$ cat config.mk
export PLATFORM = sky130hd
export DESIGN_NAME = spi2wb_bridge
export DESIGN_NICKNAME = d
export VERILOG_FILES = /design/src/rtl/spi2wb_pkg.sv /design/src/rtl/spi_slave_shifter.sv /design/src/rtl/spi2wb_bridge.sv
export SDC_FILE = /design/constraint.sdc
export NUM_CORES = 1
export LEC_CHECK = 0
export CAP_MARGIN = 15
export CORE_AREA = 2 2 118 86
export CTS_BUF_LIST = sky130_fd_sc_hd__clkbuf_16
export CTS_CLUSTER_DIAMETER = 150
export DETAILED_ROUTE_END_ITERATION = 12
export DIE_AREA = 0 0 120 88
export GPL_ROUTABILITY_DRIVEN = 0
export SKIP_CTS_REPAIR_TIMING = 1
export SKIP_LAST_GASP = 1
export SYNTH_ARGS = -nofsm -noshare
export SYNTH_HDL_FRONTEND = slang
export SYNTH_HIERARCHICAL = 1
export SYNTH_SLANG_ARGS = --single-unit
export TNS_END_PERCENT = 100
$ cat constraint.sdc
create_clock -name clk_i -period 2 [get_ports clk_i]
set_clock_uncertainty 0.1 [all_clocks]
set_input_delay 0.2 -clock clk_i [delete_from_list [all_inputs] [get_ports clk_i]]
set_output_delay 0.2 -clock clk_i [all_outputs]
set_load 0.01 [all_outputs]
$ cat src/rtl/spi2wb_pkg.sv
// Shared types and constants for the SPI-to-Wishbone bridge.
package spi2wb_pkg;

  localparam int DEF_DATA_WIDTH = 8;
  localparam int DEF_ADDR_WIDTH = 2;

  localparam int RW_BIT   = 7;
  localparam int ADDR_LSB = 0;

  localparam logic [7:0] TURN_BYTE = 8'h00;
  localparam logic [7:0] FILL_BYTE = 8'hFF;

  typedef enum logic [2:0] {
    ST_IDLE,
    ST_CMD,
    ST_WR_DATA,
    ST_WB_WR,
    ST_TURN,
    ST_RD_DATA,
    ST_DRAIN
  } state_e;

endpackage

$ cat src/rtl/spi_slave_shifter.sv
// SPI mode-0 slave front end: input synchronisers, sck edge detect,
// bit counter and RX/TX shift registers, all in the clk_i domain.
module spi_slave_shifter #(
  parameter int W = 8
) (
  input  logic         clk_i,
  input  logic         rst_i,
  input  logic         sck_i,
  input  logic         ss_n_i,
  input  logic         mosi_i,
  input  logic [W-1:0] tx_byte_i,
  output logic         tx_load_o,
  output logic         frame_start_o,
  output logic         frame_end_o,
  output logic         frame_active_o,
  output logic         mid_byte_o,
  output logic         byte_done_o,
  output logic [W-1:0] rx_byte_o,
  output logic         miso_o
);

  localparam int CW = (W > 1) ? $clog2(W) : 1;

  logic [1:0]    sck_s_q, ss_s_q, mosi_s_q;
  logic          sck_prev_q, boot_q, armed_q, active_q, byte_done_q;
  logic [CW-1:0] bit_cnt_q;
  logic [W-1:0]  rx_sr_q, tx_sr_q, rx_byte_q;

  logic sck_sync, ss_sync, mosi_sync;
  logic sck_rise, sck_fall, frame_start, frame_end, last_bit, tx_load;

  assign sck_sync  = sck_s_q[1];
  assign ss_sync   = ss_s_q[1];
  assign mosi_sync = mosi_s_q[1];

  assign sck_rise    = active_q & ~ss_sync &  sck_sync & ~sck_prev_q;
  assign sck_fall    = active_q & ~ss_sync & ~sck_sync &  sck_prev_q;
  // armed_q blocks a stale low ss_n at reset release from opening a frame
  assign frame_start = armed_q & ~active_q & ~ss_sync;
  assign frame_end   = active_q & ss_sync;
  assign last_bit    = (bit_cnt_q == CW'(W - 1));
  assign tx_load     = frame_start | (sck_fall & (bit_cnt_q == '0));

  always_ff @(posedge clk_i or posedge rst_i) begin
    if (rst_i) begin
      sck_s_q     <= 2'b00;
      ss_s_q      <= 2'b11;
      mosi_s_q    <= 2'b00;
      sck_prev_q  <= 1'b0;
      boot_q      <= 1'b0;
      armed_q     <= 1'b0;
      active_q    <= 1'b0;
      byte_done_q <= 1'b0;
      bit_cnt_q   <= '0;
      rx_sr_q     <= '0;
      tx_sr_q     <= '0;
      rx_byte_q   <= '0;
    end else begin
      sck_s_q     <= {sck_s_q[0], sck_i};
      ss_s_q      <= {ss_s_q[0], ss_n_i};
      mosi_s_q    <= {mosi_s_q[0], mosi_i};
      sck_prev_q  <= sck_sync;
      boot_q      <= 1'b1;
      byte_done_q <= 1'b0;
      if (boot_q && ss_s_q == 2'b11) armed_q <= 1'b1;

      if (frame_start) begin
        active_q  <= 1'b1;
        bit_cnt_q <= '0;
        rx_sr_q   <= '0;
      end else if (frame_end) begin
        active_q  <= 1'b0;
        bit_cnt_q <= '0;
      end

      if (sck_rise) begin
        rx_sr_q   <= {rx_sr_q[W-2:0], mosi_sync};
        bit_cnt_q <= last_bit ? '0 : bit_cnt_q + 1'b1;
        if (last_bit) begin
          byte_done_q <= 1'b1;
          rx_byte_q   <= {rx_sr_q[W-2:0], mosi_sync};
        end
      end

      if (tx_load)       tx_sr_q <= tx_byte_i;
      else if (sck_fall) tx_sr_q <= {tx_sr_q[W-2:0], 1'b0};
    end
  end

  assign tx_load_o      = tx_load;
  assign frame_start_o  = frame_start;
  assign frame_end_o    = frame_end;
  assign frame_active_o = active_q;
  assign mid_byte_o     = (bit_cnt_q != '0);
  assign byte_done_o    = byte_done_q;
  assign rx_byte_o      = rx_byte_q;
  assign miso_o         = tx_sr_q[W-1] & active_q;

endmodule

$ cat src/rtl/spi2wb_bridge.sv
// SPI slave to Wishbone classic master bridge: one register access per frame.
//   state      | meaning
//   IDLE       | no frame open
//   CMD        | receiving command byte
//   WR_DATA    | receiving write data byte
//   WB_WR      | WB write in flight
//   TURN       | turnaround byte, WB read in flight
//   RD_DATA    | shifting read data out
//   DRAIN      | bytes past the frame's end, ignored
module spi2wb_bridge
  import spi2wb_pkg::*;
#(
  parameter int WB_DATA_WIDTH = DEF_DATA_WIDTH,
  parameter int WB_ADDR_WIDTH = DEF_ADDR_WIDTH,
  parameter int WB_TIMEOUT    = 16
) (
  input  logic                     clk_i,
  input  logic                     rst_i,
  input  logic                     sck_i,
  input  logic                     ss_n_i,
  input  logic                     mosi_i,
  output logic                     miso_o,
  output logic                     miso_oe_o,
  output logic [WB_ADDR_WIDTH-1:0] wb_adr_o,
  output logic [WB_DATA_WIDTH-1:0] wb_dat_o,
  input  logic [WB_DATA_WIDTH-1:0] wb_dat_i,
  output logic                     wb_we_o,
  output logic                     wb_cyc_o,
  output logic                     wb_stb_o,
  input  logic                     wb_ack_i,
  output logic                     frame_err_o
);

  localparam int TW = $clog2(WB_TIMEOUT + 1);

  state_e state_q, state_d;

  logic                     tx_load, frame_start, frame_end, frame_active;
  logic                     mid_byte, byte_done;
  logic [WB_DATA_WIDTH-1:0] rx_byte, tx_byte;

  logic                     cyc_q, we_q, rd_valid_q, rd_err_q, frame_err_q;
  logic [WB_ADDR_WIDTH-1:0] adr_q, cmd_adr_q;
  logic [WB_DATA_WIDTH-1:0] dat_q, rd_data_q;
  logic [TW-1:0]            tmo_q;

  logic                     wb_start, start_we;
  logic [WB_ADDR_WIDTH-1:0] start_adr;
  logic [WB_DATA_WIDTH-1:0] start_dat;
  logic                     timeout_hit, rd_miss;

  spi_slave_shifter #(.W(WB_DATA_WIDTH)) u_shifter (
    .clk_i          (clk_i),
    .rst_i          (rst_i),
    .sck_i          (sck_i),
    .ss_n_i         (ss_n_i),
    .mosi_i         (mosi_i),
    .tx_byte_i      (tx_byte),
    .tx_load_o      (tx_load),
    .frame_start_o  (frame_start),
    .frame_end_o    (frame_end),
    .frame_active_o (frame_active),
    .mid_byte_o     (mid_byte),
    .byte_done_o    (byte_done),
    .rx_byte_o      (rx_byte),
    .miso_o         (miso_o)
  );

  assign tx_byte = (state_q == ST_RD_DATA)
                 ? (rd_valid_q ? rd_data_q : WB_DATA_WIDTH'(FILL_BYTE))
                 : WB_DATA_WIDTH'(TURN_BYTE);

  assign timeout_hit = cyc_q & ~wb_ack_i & (tmo_q == '0);
  // a read that timed out has already flagged its error once
  assign rd_miss = tx_load & (state_q == ST_RD_DATA) & ~rd_valid_q & ~rd_err_q;

  always_comb begin
    state_d   = state_q;
    wb_start  = 1'b0;
    start_we  = 1'b0;
    start_adr = adr_q;
    start_dat = dat_q;
    if (frame_end) begin
      state_d = ST_IDLE;
    end else begin
      case (state_q)
        ST_IDLE:    if (frame_start) state_d = ST_CMD;
        ST_CMD: begin
          if (byte_done) begin
            if (rx_byte[RW_BIT]) begin
              wb_start  = 1'b1;
              start_adr = rx_byte[ADDR_LSB +: WB_ADDR_WIDTH];
              state_d   = ST_TURN;
            end else begin
              state_d   = ST_WR_DATA;
            end
          end
        end
        ST_WR_DATA: begin
          if (byte_done) begin
            wb_start  = 1'b1;
            start_we  = 1'b1;
            start_adr = cmd_adr_q;
            start_dat = rx_byte;
            state_d   = ST_WB_WR;
          end
        end
        ST_WB_WR:   if (byte_done || !cyc_q) state_d = ST_DRAIN;
        ST_TURN:    if (byte_done) state_d = ST_RD_DATA;
        ST_RD_DATA: if (byte_done) state_d = ST_DRAIN;
        ST_DRAIN:   state_d = ST_DRAIN;
        default:    state_d = ST_IDLE;
      endcase
    end
  end

  always_ff @(posedge clk_i or posedge rst_i) begin
    if (rst_i) begin
      state_q     <= ST_IDLE;
      cyc_q       <= 1'b0;
      we_q        <= 1'b0;
      adr_q       <= '0;
      dat_q       <= '0;
      cmd_adr_q   <= '0;
      tmo_q       <= '0;
      rd_data_q   <= '0;
      rd_valid_q  <= 1'b0;
      rd_err_q    <= 1'b0;
      frame_err_q <= 1'b0;
    end else begin
      state_q     <= state_d;
      frame_err_q <= timeout_hit | (frame_end & mid_byte) | rd_miss;
      if (state_q == ST_CMD && byte_done)
        cmd_adr_q <= rx_byte[ADDR_LSB +: WB_ADDR_WIDTH];
      if (frame_start) begin
        rd_valid_q <= 1'b0;
        rd_err_q   <= 1'b0;
      end

      if (wb_start && !cyc_q) begin
        cyc_q <= 1'b1;
        we_q  <= start_we;
        adr_q <= start_adr;
        dat_q <= start_dat;
        tmo_q <= TW'(WB_TIMEOUT - 1);
      end else if (cyc_q) begin
        if (wb_ack_i) begin
          cyc_q <= 1'b0;
          tmo_q <= '0;
          if (!we_q) begin
            rd_data_q  <= wb_dat_i;
            rd_valid_q <= 1'b1;
          end
        end else if (tmo_q == '0) begin
          cyc_q <= 1'b0;
          if (!we_q) rd_err_q <= 1'b1;
        end else begin
          tmo_q <= tmo_q - 1'b1;
        end
      end
    end
  end

  assign miso_oe_o   = frame_active;
  assign wb_adr_o    = adr_q;
  assign wb_dat_o    = dat_q;
  assign wb_we_o     = we_q;
  assign wb_cyc_o    = cyc_q;
  assign wb_stb_o    = cyc_q;
  assign frame_err_o = frame_err_q;

endmodule

==> impl_metrics.yaml <==
timing:
  fin_tns_setup_ns: 0
  setup_viol: 0
  slew_viol_final: 0
  final_hold_viol_count: 0
  fmax_ghz: 0.5340
  grt_setup_unrepaired: "no"
  fin_crit_sh_pct: 93.63
  min_period_ns: 1.873
  worst_slack_ns: 0.1275
global_routing:
  grt_pass1_vias: 2096
  grt_pass1_wl_mm: 10.63
  overflow: 0
  grt_max_degree: 38
  antenna_found_initial: 0
  groute.usage.overall_pct: 13.04
detailed_routing:
  antenna_left: 0
  drtIter0Drc: 112
  via_count: 2097
  wl_mm: 6.045
  via_per_inst: 4.832
  drc: 0
  dr.pass1.iters: 4
  wl_per_cell_um: 13.93
setup_path:
  end_kind: "flop"
  critPathBufInv: 1
  max_stage_delay_ns: 0.52
  cp_max_fo: 21
  cpMaxStageDelayCell: "or3b_4"
  cp.required_ns: 2.15
  cp.arrival_ns: 2.02
  crit_family: "simple AND/OR/NAND/NOR gates"
  cp-start-kind: "flop"
  path_cells: "or3b_4, inv_6, nor3_1, a2111o_1, a21oi_1"
  worst-setup-path-type: "reg2reg"
floorplan:
  dieHeight_um: 88
  fp.dieW_um: 120
  rows: 30
  num_io_pins: 30
  die_area_um2: 10560
  start_util_pct: 34.13
  core_um2: 9422
outcome:
  status: "finished, final reports clean"
place:
  dp_hpwl_mm: 4.125
  port-buffer-count: 29
  dp_slack_ns: 0.1389
synth:
  synth-seq-cells: 70
  ys_warn_count: 6
  synth_edf_count: 0
  synthArstFlopShare_pct: 100.0
  synth_ff_type: "dfrtp_1"
  synth.avg_cell_area_um2: 12.13
  synth_nets: 283
  ys_seq_area_share_pct: 54.55
  netlist_area_um2: 3216
  ys_types: 56
  synthCells: 265
layout:
  postLayoutCoreUtil_pct: 42.09
  layout_commonest_cell: "dfrtp_1"
  drive_above_1_share_pct: 22.22
  area_growth_pct: 23.31
  layout_common_cells: "68 x dfrtp_1, 29 x clkdlybuf4s50_1, 25 x mux2_2, 18 x inv_1"
  nets: 319
  fillers: 880
  antennaDiodeCount: 0
cts:
  root_buffer: "clkbuf_16"
  cts_tree: "yes"
  clock_sinks: 70
  cts_max_level: 3
  cts_made_buffers: 9
  insertion_delay_ns: 0.33
  cts_buffer_depth: 2
  clkTransAtPathRegs_ns: 0.05
flow_run:
  drv_cap: 0
pwr:
  peakVddDrop_uv: 471.4
  p_per_area_nw_per_um2: 949.7
  power.leakage_nw: 1.788
hold_path:
  hp-class: "in2reg"
==> power by group <==
group	switching, mW	total (mW)	internal (mW)
sequential	0.0604	1.57	1.50
clock	0.546	1.74	1.20
combinational	0.247	0.455	0.209
total	0.853	3.77	2.91
==> final cells by class <==
class                      instances  area [um^2]  area share (%)
sequential                        70         1754           44.24
multi-input combinational        163         1290           32.53
timing repair buffer              37        350.3           8.836
clock buffer                       9        225.2           5.680
tap                              128        160.2           4.039
clock inverter                     7        105.1           2.651
inverter                          20        80.08           2.020
==> routing by layer <==
| metal | vias up | global-route usage [%] | share of wire (%) |
|---|---|---|---|
| met3 | 8 | 4.557 | 4.6 |
| met1 | 1023 | 19.10 | 54 |
| met4 | 0 | 4.492 | 1.3 |
| li1 | 1023 | - | - |
| met2 | 43 | 17.82 | 40 |
| met5 | - | 0 | 0 |
==> cell usage after synthesis, types with 2 or more instances <==
| library cell | count | area (um^2) |
|---|---|---|
| a21o_1 | 4 | 30.03 |
| a21oi_1 | 12 | 60.06 |
| a22o_1 | 8 | 70.07 |
| a22oi_1 | 2 | 15.01 |
| a31oi_1 | 2 | 12.51 |
| a31oi_2 | 5 | 62.56 |
| a31oi_4 | 2 | 42.54 |
| a32o_1 | 3 | 30.03 |
| and2_1 | 2 | 12.51 |
| buf_2 | 6 | 30.03 |
| dfrtp_1 | 68 | 1702 |
| dfstp_2 | 2 | 52.55 |
| ha_1 | 4 | 50.05 |
| inv_1 | 17 | 63.81 |
| mux2_1 | 5 | 56.30 |
| mux2_2 | 25 | 281.5 |
| nand2_1 | 6 | 22.52 |
| nand2b_1 | 6 | 37.54 |
| nand3_1 | 9 | 45.04 |
| nand3b_1 | 5 | 37.54 |
| nor2_1 | 12 | 45.04 |
| nor2b_1 | 6 | 37.54 |
| nor3_1 | 10 | 50.05 |
| o21a_1 | 2 | 15.01 |
| o21ai_0 | 8 | 40.04 |
| o21ai_2 | 2 | 17.52 |
| o22ai_1 | 3 | 18.77 |
==> stage by stage <==
step	instance area [um^2]	std cells	hold WS (ns)	power, mW
floorplan	3216	265	0.1045	1.921
global placement	3635	418	0.2353	2.038
detailed placement	3635	418	0.2379	2.041
CTS	3965	434	0.1654	3.822
global route	3965	434	0.1915	3.956
finish	3965	434	0.1799	3.765
==> worst paths after layout <==
kind	start	end	slack, ns	cells past startpoint
max	u_shifter/frame_active_o	state_q[0]	0.13	5
min	ss_n_i	u_shifter/ss_s_q[0]	0.18	1
max reg2reg	u_shifter/frame_active_o	state_q[0]	0.13	5
min reg2reg	u_shifter/sck_s_q[0]	u_shifter/sck_s_q[1]	0.25	0
max in group asynchronous	rst_i	u_shifter/ss_s_q[0]	1.22	3
min in group asynchronous	rst_i	u_shifter/tx_sr_q[7]	0.22	3
==> state kept, by name, summed over array words and instances, names as in the netlist, 2 cells and up <==
name	count
u_shifter/rx_byte_o	8
u_shifter/sck_s_q	2
u_shifter/mosi_s_q	2
wb_dat_o	8
tmo_q	5
state_q	3
u_shifter/bit_cnt_q	3
cmd_adr_q	2
rd_data_q	8
u_shifter/tx_sr_q	8
u_shifter/ss_s_q	2
u_shifter/rx_sr_q	7
wb_adr_o	2
==> cells by family after synthesis <==
| kind of cell | synth area share, % |
|---|---|
| multiplexers | 10.82 |
| AO/OA/AOI/OAI | 15.56 |
| adder cells (fa/ha/maj) | 1.556 |
| AND/OR/NAND/NOR | 12.06 |
| flip-flops | 54.55 |
| other | 0.1166 |
| buffers and inverters | 5.330 |
(Power assumes the default switching activity.)
